File: config.mk
export PLATFORM = sky130hd
export DESIGN_NAME = booth_mul_seq
export DESIGN_NICKNAME = d
export VERILOG_FILES = /design/src/rtl/booth_mul_seq.sv
export SDC_FILE = /design/constraint.sdc
export NUM_CORES = 1
export LEC_CHECK = 0
export ABC_AREA = 1
export CAP_MARGIN = 0
export CORE_UTILIZATION = 46
export CTS_BUF_LIST = sky130_fd_sc_hd__clkbuf_8
export DETAILED_ROUTE_END_ITERATION = 8
export GPL_ROUTABILITY_DRIVEN = 0
export MAX_ROUTING_LAYER = met4
export PLACE_DENSITY = 0.93
export SLEW_MARGIN = 20
export SYNTH_ARGS = -nofsm -noshare
export SYNTH_HDL_FRONTEND = slang
export SYNTH_SLANG_ARGS = --single-unit
export TNS_END_PERCENT = 10
File: constraint.sdc
create_clock -name clk -period 7.7 [get_ports clk]
set_input_delay 1.155 -clock clk [delete_from_list [all_inputs] [get_ports clk]]
set_output_delay 1.155 -clock clk [all_outputs]
set_load 0.01 [all_outputs]
File: src/rtl/booth_mul_seq.sv
// Operand/result sequencer wrapped around an external combinational Booth multiplier.
// Optional accumulate mode is enabled by defining BOOTH_MUL_ACC_EN.
module booth_mul_seq #(
    parameter int WIDTH   = 32,
    parameter int LATENCY = 2
) (
    input  logic               clk,
    input  logic               rst,
    input  logic               in_valid,
    output logic               in_ready,
    input  logic [WIDTH-1:0]   in_x,
    input  logic [WIDTH-1:0]   in_y,
    output logic [WIDTH-1:0]   mul_x,
    output logic [WIDTH-1:0]   mul_y,
    input  logic [2*WIDTH-1:0] mul_p,
    output logic               out_valid,
    input  logic               out_ready,
    output logic [2*WIDTH-1:0] out_p,
`ifdef BOOTH_MUL_ACC_EN
    input  logic               acc_clr,
`endif
    output logic               busy
);

    generate
        if (LATENCY < 1 || LATENCY > 15) begin : g_bad_latency
            $error("booth_mul_seq: LATENCY must be in 1..15");
        end
    endgenerate

    typedef enum logic [1:0] {IDLE, CALC, DONE} state_t;

    localparam logic [3:0] CNT_INIT = 4'(LATENCY - 1);

    state_t             state_q, state_d;
    logic [3:0]         cnt_q, cnt_d;
    logic [WIDTH-1:0]   x_q, x_d, y_q, y_d;
    logic [2*WIDTH-1:0] p_q, p_d;
    logic [2*WIDTH-1:0] result;
    logic               accept;

`ifdef BOOTH_MUL_ACC_EN
    logic acc_clr_q, acc_clr_d;

    // p_q doubles as the running accumulator: it only changes at CALC completion.
    assign result = (acc_clr_q ? '0 : p_q) + mul_p;
`else
    assign result = mul_p;
`endif

    always_ff @(posedge clk or posedge rst) begin
        if (rst) begin
            state_q <= IDLE;
            cnt_q   <= '0;
            x_q     <= '0;
            y_q     <= '0;
            p_q     <= '0;
`ifdef BOOTH_MUL_ACC_EN
            acc_clr_q <= 1'b0;
`endif
        end else begin
            state_q <= state_d;
            cnt_q   <= cnt_d;
            x_q     <= x_d;
            y_q     <= y_d;
            p_q     <= p_d;
`ifdef BOOTH_MUL_ACC_EN
            acc_clr_q <= acc_clr_d;
`endif
        end
    end

    always_comb begin
        state_d  = state_q;
        cnt_d    = cnt_q;
        x_d      = x_q;
        y_d      = y_q;
        p_d      = p_q;
        in_ready = 1'b0;
`ifdef BOOTH_MUL_ACC_EN
        acc_clr_d = acc_clr_q;
`endif
        case (state_q)
            IDLE: in_ready = 1'b1;
            CALC: begin
                if (cnt_q == 4'd0) begin
                    p_d     = result;
                    state_d = DONE;
                end else begin
                    cnt_d = cnt_q - 4'd1;
                end
            end
            DONE: begin
                in_ready = out_ready;
                if (out_ready && !in_valid) begin
                    state_d = IDLE;
                end
            end
            default: state_d = IDLE;
        endcase

        // A new pair is taken from IDLE, or from DONE on the same edge the result retires.
        accept = in_valid && in_ready;
        if (accept) begin
            x_d     = in_x;
            y_d     = in_y;
            cnt_d   = CNT_INIT;
            state_d = CALC;
`ifdef BOOTH_MUL_ACC_EN
            acc_clr_d = acc_clr;
`endif
        end
    end

    assign mul_x     = x_q;
    assign mul_y     = y_q;
    assign out_p     = p_q;
    assign out_valid = (state_q == DONE);
    assign busy      = (state_q != IDLE);

endmodule
**Word level (Yosys, flattened, before mapping)**

Cells that the tools add are included.

- Add/sub/neg operators: 1
- Reductions and logical operators: 10
- Mux-type cells: 8
- Equal/unequal tests: 6

Operators with widths:

| cell | number |
|---|---|
| two-way mux 4 bit | 3 |
| two-way mux 2 bit | 3 |
| case mux 2 bit (3 select lines) | 1 |
| logical NOT 4 bit | 1 |
| inequality test 2 bit (second input constant) | 2 |
| AND reduction 2 bit | 2 |
| nonzero test 2 bit | 2 |
| subtractor 4 x 1 -> 4 bit (second input constant) | 1 |
| inequality test 3 x 1 -> 1 bit (second input constant) | 1 |
| inequality test 3 bit (second input constant) | 1 |
| AND reduction 3 bit | 1 |
| == test 2 x 1 -> 1 bit (second input constant) | 1 |
| == test 2 bit (second input constant) | 1 |
| logical AND 1 bit | 2 |
| logical NOT 2 bit | 1 |
| case mux 1 bit (2 select lines) | 1 |
| logical NOT 1 bit | 1 |

- Output and inout port bits: 131
- Flip-flop bits (word level): 134

**Depth between registers and ports, before layout**

Gate-level depths: netlist of the first run.

- Depth after elaboration: 5
- Gate-level depth with buffers: 8
- Gate-level depth less buffers: 7

**Worst setup path after synthesis of the first run**

No wires, ideal clock.

- Kind: input -> output
- Start point: in out_ready
- End point: out in_ready
- Stages on the path: 3
- Arrival time: 1.518 ns
- Path slack: 5.027 ns
- Path through: inv_1 a21oi_1 buf_2

- Longest elaborated chain between the ends: 1

Ends and longest elaborated chain:

| what | line | RTL |
|---|---|---|
| from (decl) | 17 | `input logic out_ready,` |
| case mux 1 bit (2 select lines) | 83 | `case (state_q)` |
| to (decl) | 10 | `output logic in_ready,` |

No other way between the ends.

**Worst setup path after layout of the first run**

Ends and elaborated chain as after synthesis.

==> out/results.tsv, run 1 <==
stage	metric	value	unit
cts	cts.clk_slew.worst_paths	0.07	ns
critical_path	crit_path_max_fanout	65	
cts	numCtsBuffers	17	
grt	grt_pass1_wl	24.2	mm
timing	final.period_utilization	53.7	%
detailed_routing	firstDrtPassIters	6	
timing	setup_viol	0	
floorplan	die_h	112	um
floorplan	initial_utilization	48.1	%
power	power	3.61	mW
cts	post_cts_buffers	0	
run_status	outcome	complete, no violations	
synthesis	ys_types	21	
grt	grt_util_met1	29.3	%
timing	hold-worst-slack	0.478	ns
cts	root_buffer	clkbuf_8	
flow_run	drv_cap	0	
grt	overflow	0	
synthesis	synth_edf_count	0	
power	p_per_area	416	nW/um2
timing	rsz0062_at_grt	no	
synthesis	synth_area	5610	um2
critical_path	path_class	in2out	
timing	worst_pin_slew	0.951	ns
grt	gr-max-usage-layer	met2	
floorplan	coreArea	11700	um2
floorplan	num_rows	39	
final_layout	final_common_cell	clkdlybuf4s50_1	
cts	clock-sinks	134	
detailed_routing	wl_per_cell	15.1	um
grt	grt_max_degree	76	
critical_path	start_kind	input pin	
final_layout	layout_common_cells	clkdlybuf4s50_1 (261), nand2_1 (202), dfrtp_1 (134)	
critical_path	cp_data_required_time	6.55	ns
placed_design	dp_cells	966	
grt	grt_use_met2	43.1	%
synthesis	seq_area_frac_synth	59.7	%
detailed_routing	via_count	4885	
grt	grt_pass1_vias	4886	
power	leakagePower	4.28	nW
timing	finalClockSkew	0.00590	ns
grt	grtUsageTotal	25.8	%
grt	antenna_found_initial	0	
hold_path	hold_path_class	reg2reg	
synthesis	avgSynthCellArea	9.50	um2
critical_path	crit_path_max_incr_delay	0.66	ns
floorplan	dieWidth	112	um
critical_path	crit_top_cell	clkdlybuf4s50_1	
cts	cts_max_level	4	
cts	worst_skew_pair.late_latency	0.44	ns
detailed_routing	vias_per_cell	4.89	
critical_path	r2r_start	cnt_q[0]	
critical_path	worstPathArrival	2.98	ns
detailed_routing	drc	0	
grt	use_met3	5.78	%
timing	min_period	4.13	ns
final_layout	antennaDiodeCount	0	
final_layout	stdcell_count	998	
critical_path	reg2reg_slack	5.14	ns
synthesis	ys_ff_latch	134	
floorplan	io_pins	263	
synthesis	netlist_instances	591	
synthesis	ys_async_sr_fraction	100	%
timing	fmax	242	MHz
detailed_routing	drt_iter0_markers	448	
cts	hold_buffers	0	
critical_path	crit_chain	clkdlybuf4s50_1 -> inv_1 -> a21oi_4 -> buf_4 -> clkdlybuf4s50_1	
final_layout	drive_gt1_share	11.2	%
synthesis	syn_nets	725	
cts	tritoncts	yes	
floorplan	dieArea	12700	um2
synthesis	synth-main-ff-cell	dfrtp_1	
detailed_routing	ant_nets	0	
hold_path	worstHoldStart	mul_x[8]	
power	ir_drop	0.494	mV
timing	hold_viol_final	0	
critical_path	crit_path_start	out_ready	
placed_design	dpl.hpwl	10.4	mm
synthesis	yosysWarnings	0	
timing	slew_violations	0	
timing	finalSetupTns	0	ns
timing	worst_slack	3.57	ns
critical_path	end_kind	primary output	
cts	cts.path.max_buffers	2	
placed_design	port_buffers	262	
timing	slew_headroom	36.6	%
cts	ctsResizeCount	0	
final_layout	syn2layout_area_growth	54.6	%
placed_design	post-place-ws	3.56	ns
final_layout	finalNetCount	976	
detailed_routing	routed_wl	15.1	mm
critical_path	cp_slowest_cell	clkdlybuf4s50_1	
[metal layers]
metal | vias to the layer above | part of all wire, % | wire, um
met5 | - | 0 | 0
met1 | 2310 | 39 | 5820
met4 | 0 | 3.7 | 564
li1 | 2332 | - | -
met2 | 197 | 52 | 7900
met3 | 46 | 5.3 | 802
[state kept, by name, indices dropped and copies added, names as in the netlist]
signal / cells
mul_x: 32
out_p: 64
cnt_q: 4
mul_y: 32
state_q: 2
[worst max-delay path, delay by kind of cell]
kind / cells / cell delay, ns
buf+inv: 4 / 1.71
compound gates: 1 / 0.11
[metrics by stage]
step           utilization, %  area [um2]
2_1_floorplan               -        5610
3_3_place_gp             70.4        8210
3_5_place_dp             70.4        8210
4_1_cts                  74.4        8680
5_1_grt                  74.4        8680
6_report                 74.4        8680
[cell families after synthesis]
kind of cell	count (synthesis)	share of synthesized area [%]
compound gates	69	9.76
xor+xnor	1	0.156
fa+ha+maj	2	0.446
buf+inv	107	9.43
flops	134	59.7
simple gates	278	20.5
[Yosys cell counts (2+ instances only)]
cell / instances / area, um2
a21oi_1: 2 / 10.0
buf_1: 3 / 11.3
buf_2: 12 / 60.1
buf_4: 6 / 45.0
buf_6: 12 / 135
clkbuf_1: 2 / 7.51
dfrtp_1: 134 / 3350
ha_1: 2 / 25.0
inv_1: 71 / 267
nand2_1: 202 / 758
nand3_1: 69 / 345
nand3_2: 2 / 20.0
nor2_1: 2 / 7.51
o21ai_0: 12 / 60.1
o21ai_2: 54 / 473
[report_power, final]
group | leakage, nW | internal [mW] | switching, mW | total (mW)
clock network | 0.246 | 0.416 | 0.258 | 0.674
logic | 2.37 | 0.863 | 0.830 | 1.69
registers | 1.66 | 1.05 | 0.196 | 1.24
total | 4.28 | 2.33 | 1.28 | 3.61
[area by class of cell]
class	count	area (um2)
timing repair buffer	267	2660
sequential	134	3350
inverter	72	273
clock inverter	11	179
tap	143	179
multi-input combinational	350	1750
clock buffer	21	289
fill	802	2980
[worst paths after layout]
kind                             endpoint  depth (start not counted)
worst max-delay path             in_ready                          5
worst min-delay path             mul_x[8]                          2
worst min register to register   mul_x[8]                          2
max in group asynchronous        mul_y[9]                          3
worst max register to register  out_p[60]                          6
min in group asynchronous       out_p[37]                          2
No activity file was read; power rests on OpenSTA's default activity.
==> run 2: changes to the inputs <==
--- a/config.mk
+++ b/config.mk
@@ -7,12 +7,12 @@
 export LEC_CHECK = 0
 export ABC_AREA = 1
 export CAP_MARGIN = 0
-export CORE_UTILIZATION = 46
+export CORE_UTILIZATION = 38
 export CTS_BUF_LIST = sky130_fd_sc_hd__clkbuf_8
 export DETAILED_ROUTE_END_ITERATION = 8
 export GPL_ROUTABILITY_DRIVEN = 0
 export MAX_ROUTING_LAYER = met4
-export PLACE_DENSITY = 0.93
+export PLACE_DENSITY = 0.83
 export SLEW_MARGIN = 20
 export SYNTH_ARGS = -nofsm -noshare
 export SYNTH_HDL_FRONTEND = slang
==> constraint.sdc (replaced) <==
create_clock -name clk -period 3.6 [get_ports clk]
set_input_delay 0.54 -clock clk [delete_from_list [all_inputs] [get_ports clk]]
set_output_delay 0.54 -clock clk [all_outputs]
set_load 0.01 [all_outputs]
==> run 2 against run 1 <==
  * Count of clock-buffer cells in the layout is the same
  * Total power grew 110%
  * Critical path depth is 1 lower
  * Clock skew increased by 0.0050 ns
  * Core utilization is 14 points lower
  * Sequential power rose by 110%
  * Final cell count rose by 4.1%
  * Register-to-register slack worse by 3.7 ns
  * Wire length down 4.1%
  * Non-clock buffer count unchanged
  * First-iteration DRC count fell by 34%
  * Critical path type unchanged
==> out/results.tsv, run 2 (synthesized netlist as in run 1, its figures left out) <==
stage	metric	value	unit	change
run_status	outcome	complete, no violations		
final_layout	syn2layout_area_growth	55.8	%	
placed_design	post-place-ws	1.32	ns	-2.24 ns
detailed_routing	ant_nets	0		unchanged
placed_design	dpl_cell_area	8290	um2	+0.94%
detailed_routing	firstDrtPassIters	4		-2
timing	fmax	437	MHz	
cts	hold_buffers	0		unchanged
final_layout	fin_area	8750	um2	+0.79%
critical_path	crit_path_max_incr_delay	0.54	ns	-0.12 ns
power	leakagePower	4.26	nW	-0.35%
critical_path	cp_slowest_cell	clkdlybuf4s50_1		
final_layout	drive_gt1_share	11.6	%	+0.35 points
critical_path	worst-path-stages	4		-1
floorplan	num_rows	44		+13%
critical_path	crit_path_start	out_ready		
timing	slew_violations	0		unchanged
final_layout	largest_register_ffs	64		unchanged
detailed_routing	drc	0		unchanged
cts	tritoncts	yes		
critical_path	path_buf_inv	3		-1
timing	finalClockSkew	0.0109	ns	+0.00496 ns
timing	hold_viol_final	0		unchanged
critical_path	start_kind	input pin		
timing	slew_headroom	52.4	%	+16 points
cts	cts.clk_slew.worst_paths	0.07	ns	about the same
critical_path	cp_data_required_time	3.06	ns	-3.49 ns
floorplan	initial_utilization	38.8	%	-9.4 points
flow_run	drv_cap	0		unchanged
placed_design	dpl.hpwl	9.81	mm	-5.8%
grt	grt_pass1_wl	22.2	mm	-8.4%
floorplan	dieArea	15300	um2	+21%
grt	grt_pass1_vias	4411		-9.7%
final_layout	final_common_cell	clkdlybuf4s50_1		
grt	grtUsageTotal	19.7	%	-6.1 points
placed_design	dp_cells	1007		+4.2%
critical_path	path_class	in2out		
critical_path	reg2reg_slack	1.46	ns	-3.68 ns
critical_path	r2r_start	cnt_q[0]		
timing	finalSetupTns	0	ns	unchanged
timing	worst_slack	1.31	ns	-2.25 ns
cts	post_cts_buffers	0		unchanged
critical_path	crit_chain	clkdlybuf4s50_1 -> inv_1 -> a21oi_4 -> clkdlybuf4s50_1		
cts	numCtsBuffers	17		unchanged
detailed_routing	routed_wl	14.5	mm	-4.1%
power	ir_drop	0.458	mV	-7.3%
critical_path	r2r-end	out_p[24]		
grt	overflow	0		unchanged
final_layout	multi_input_area	1750	um2	unchanged
floorplan	die_h	124	um	+9.8%
cts	ctsResizeCount	0		unchanged
cts	root_buffer	clkbuf_8		
final_layout	seq_area	3350	um2	unchanged
grt	antenna_found_initial	0		unchanged
critical_path	rr_worst_depth	6		unchanged
final_layout	stdcell_count	1039		+4.1%
final_layout	antennaDiodeCount	0		unchanged
detailed_routing	drt_iter0_markers	294		-34%
detailed_routing	vias_per_cell	4.54		-7.2%
grt	grt_max_degree	135		+78%
detailed_routing	via_count	4719		-3.4%
timing	final.period_utilization	63.5	%	
cts	clock-sinks	134		unchanged
timing	min_period	2.29	ns	
cts	cts.path.max_buffers	2		unchanged
placed_design	port_buffers	262		unchanged
critical_path	end_kind	primary output		
cts	cts_max_level	4		unchanged
critical_path	critPathTopFamily	buffers and inverters		
power	p_per_area	875	nW/um2	+110%
critical_path	crit_path_max_fanout	2		-97%
detailed_routing	wl_per_cell	13.9	um	-7.8%
critical_path	crit_top_cell	clkdlybuf4s50_1		
timing	hold-worst-slack	0.480	ns	+0.00174 ns
final_layout	layout_common_cells	clkdlybuf4s50_1 (261), nand2_1 (202), dfrtp_1 (134)		
critical_path	worstPathArrival	1.75	ns	-1.23 ns
floorplan	dieWidth	124	um	+9.8%
floorplan	coreArea	14500	um2	+24%
timing	rsz0062_at_grt	no		
critical_path	crit_path_end	in_ready		
hold_path	hold_path_class	reg2reg		
final_layout	fillers	1210		+51%
timing	worst_pin_slew	0.714	ns	-0.236 ns
floorplan	io_pins	263		unchanged
cts	worst_skew_pair.late_latency	0.43	ns	about the same
final_layout	finalNetCount	976		unchanged
timing	setup_viol	0		unchanged
run 2: final cells by class:
cell class / count / share of cell area [%]
flip-flops and latches: 134 / 38.3
repair buffers: 267 / 30.6
multi-input cells: 350 / 20.0
clock buffers: 21 / 3.30
inverters: 72 / 3.13
well taps: 184 / 2.63
clock inverters: 11 / 1.95
run 2: power breakdown:
part	internal, mW	total [mW]	switching (mW)
Clock	0.830	1.42	0.587
Combinational	1.86	3.60	1.75
Sequential	2.24	2.63	0.396
run 2: metal layers:
metal / vias up / wire (um) / GRT usage (%)
li1: 2331 / - / -
met1: 2191 / 5830 / 22.7
met2: 164 / 7340 / 31.9
met3: 33 / 887 / 4.98
met4: 0 / 426 / 9.49
met5: - / 0 / -
run 2: worst min path at each step:
| stage | from | slack, ns | cells after the start | to |
|---|---|---|---|---|
| final | mul_y[17] | 0.48 | 2 | mul_y[17] |
| after global routing | mul_x[6] | 0.50 | 2 | mul_x[6] |
| after CTS | mul_x[23] | 0.48 | 2 | mul_x[23] |
| after detailed placement | mul_x[11] | 0.46 | 2 | mul_x[11] |
| after global placement | mul_x[18] | 0.46 | 2 | mul_x[18] |
| after floorplan | cnt_q[1] | 0.50 | 2 | cnt_q[1] |
run 2: metrics by stage:
stage | power [mW] | util, %
finish | 7.65 | 60.4
global placement | 6.18 | 57.2
floorplan | 4.47 | -
detailed placement | 6.29 | 57.2
CTS | 7.74 | 60.4
global route | 8.24 | 60.4
run 2: worst reg2reg max path, cell delays in order (launching register included):
cell and delay, ns:
dfrtp_1 0.37, inv_1 0.15, ha_1 0.26, nand3_4 0.52, buf_12 0.46, nand2_1 0.15
o21ai_0 0.09
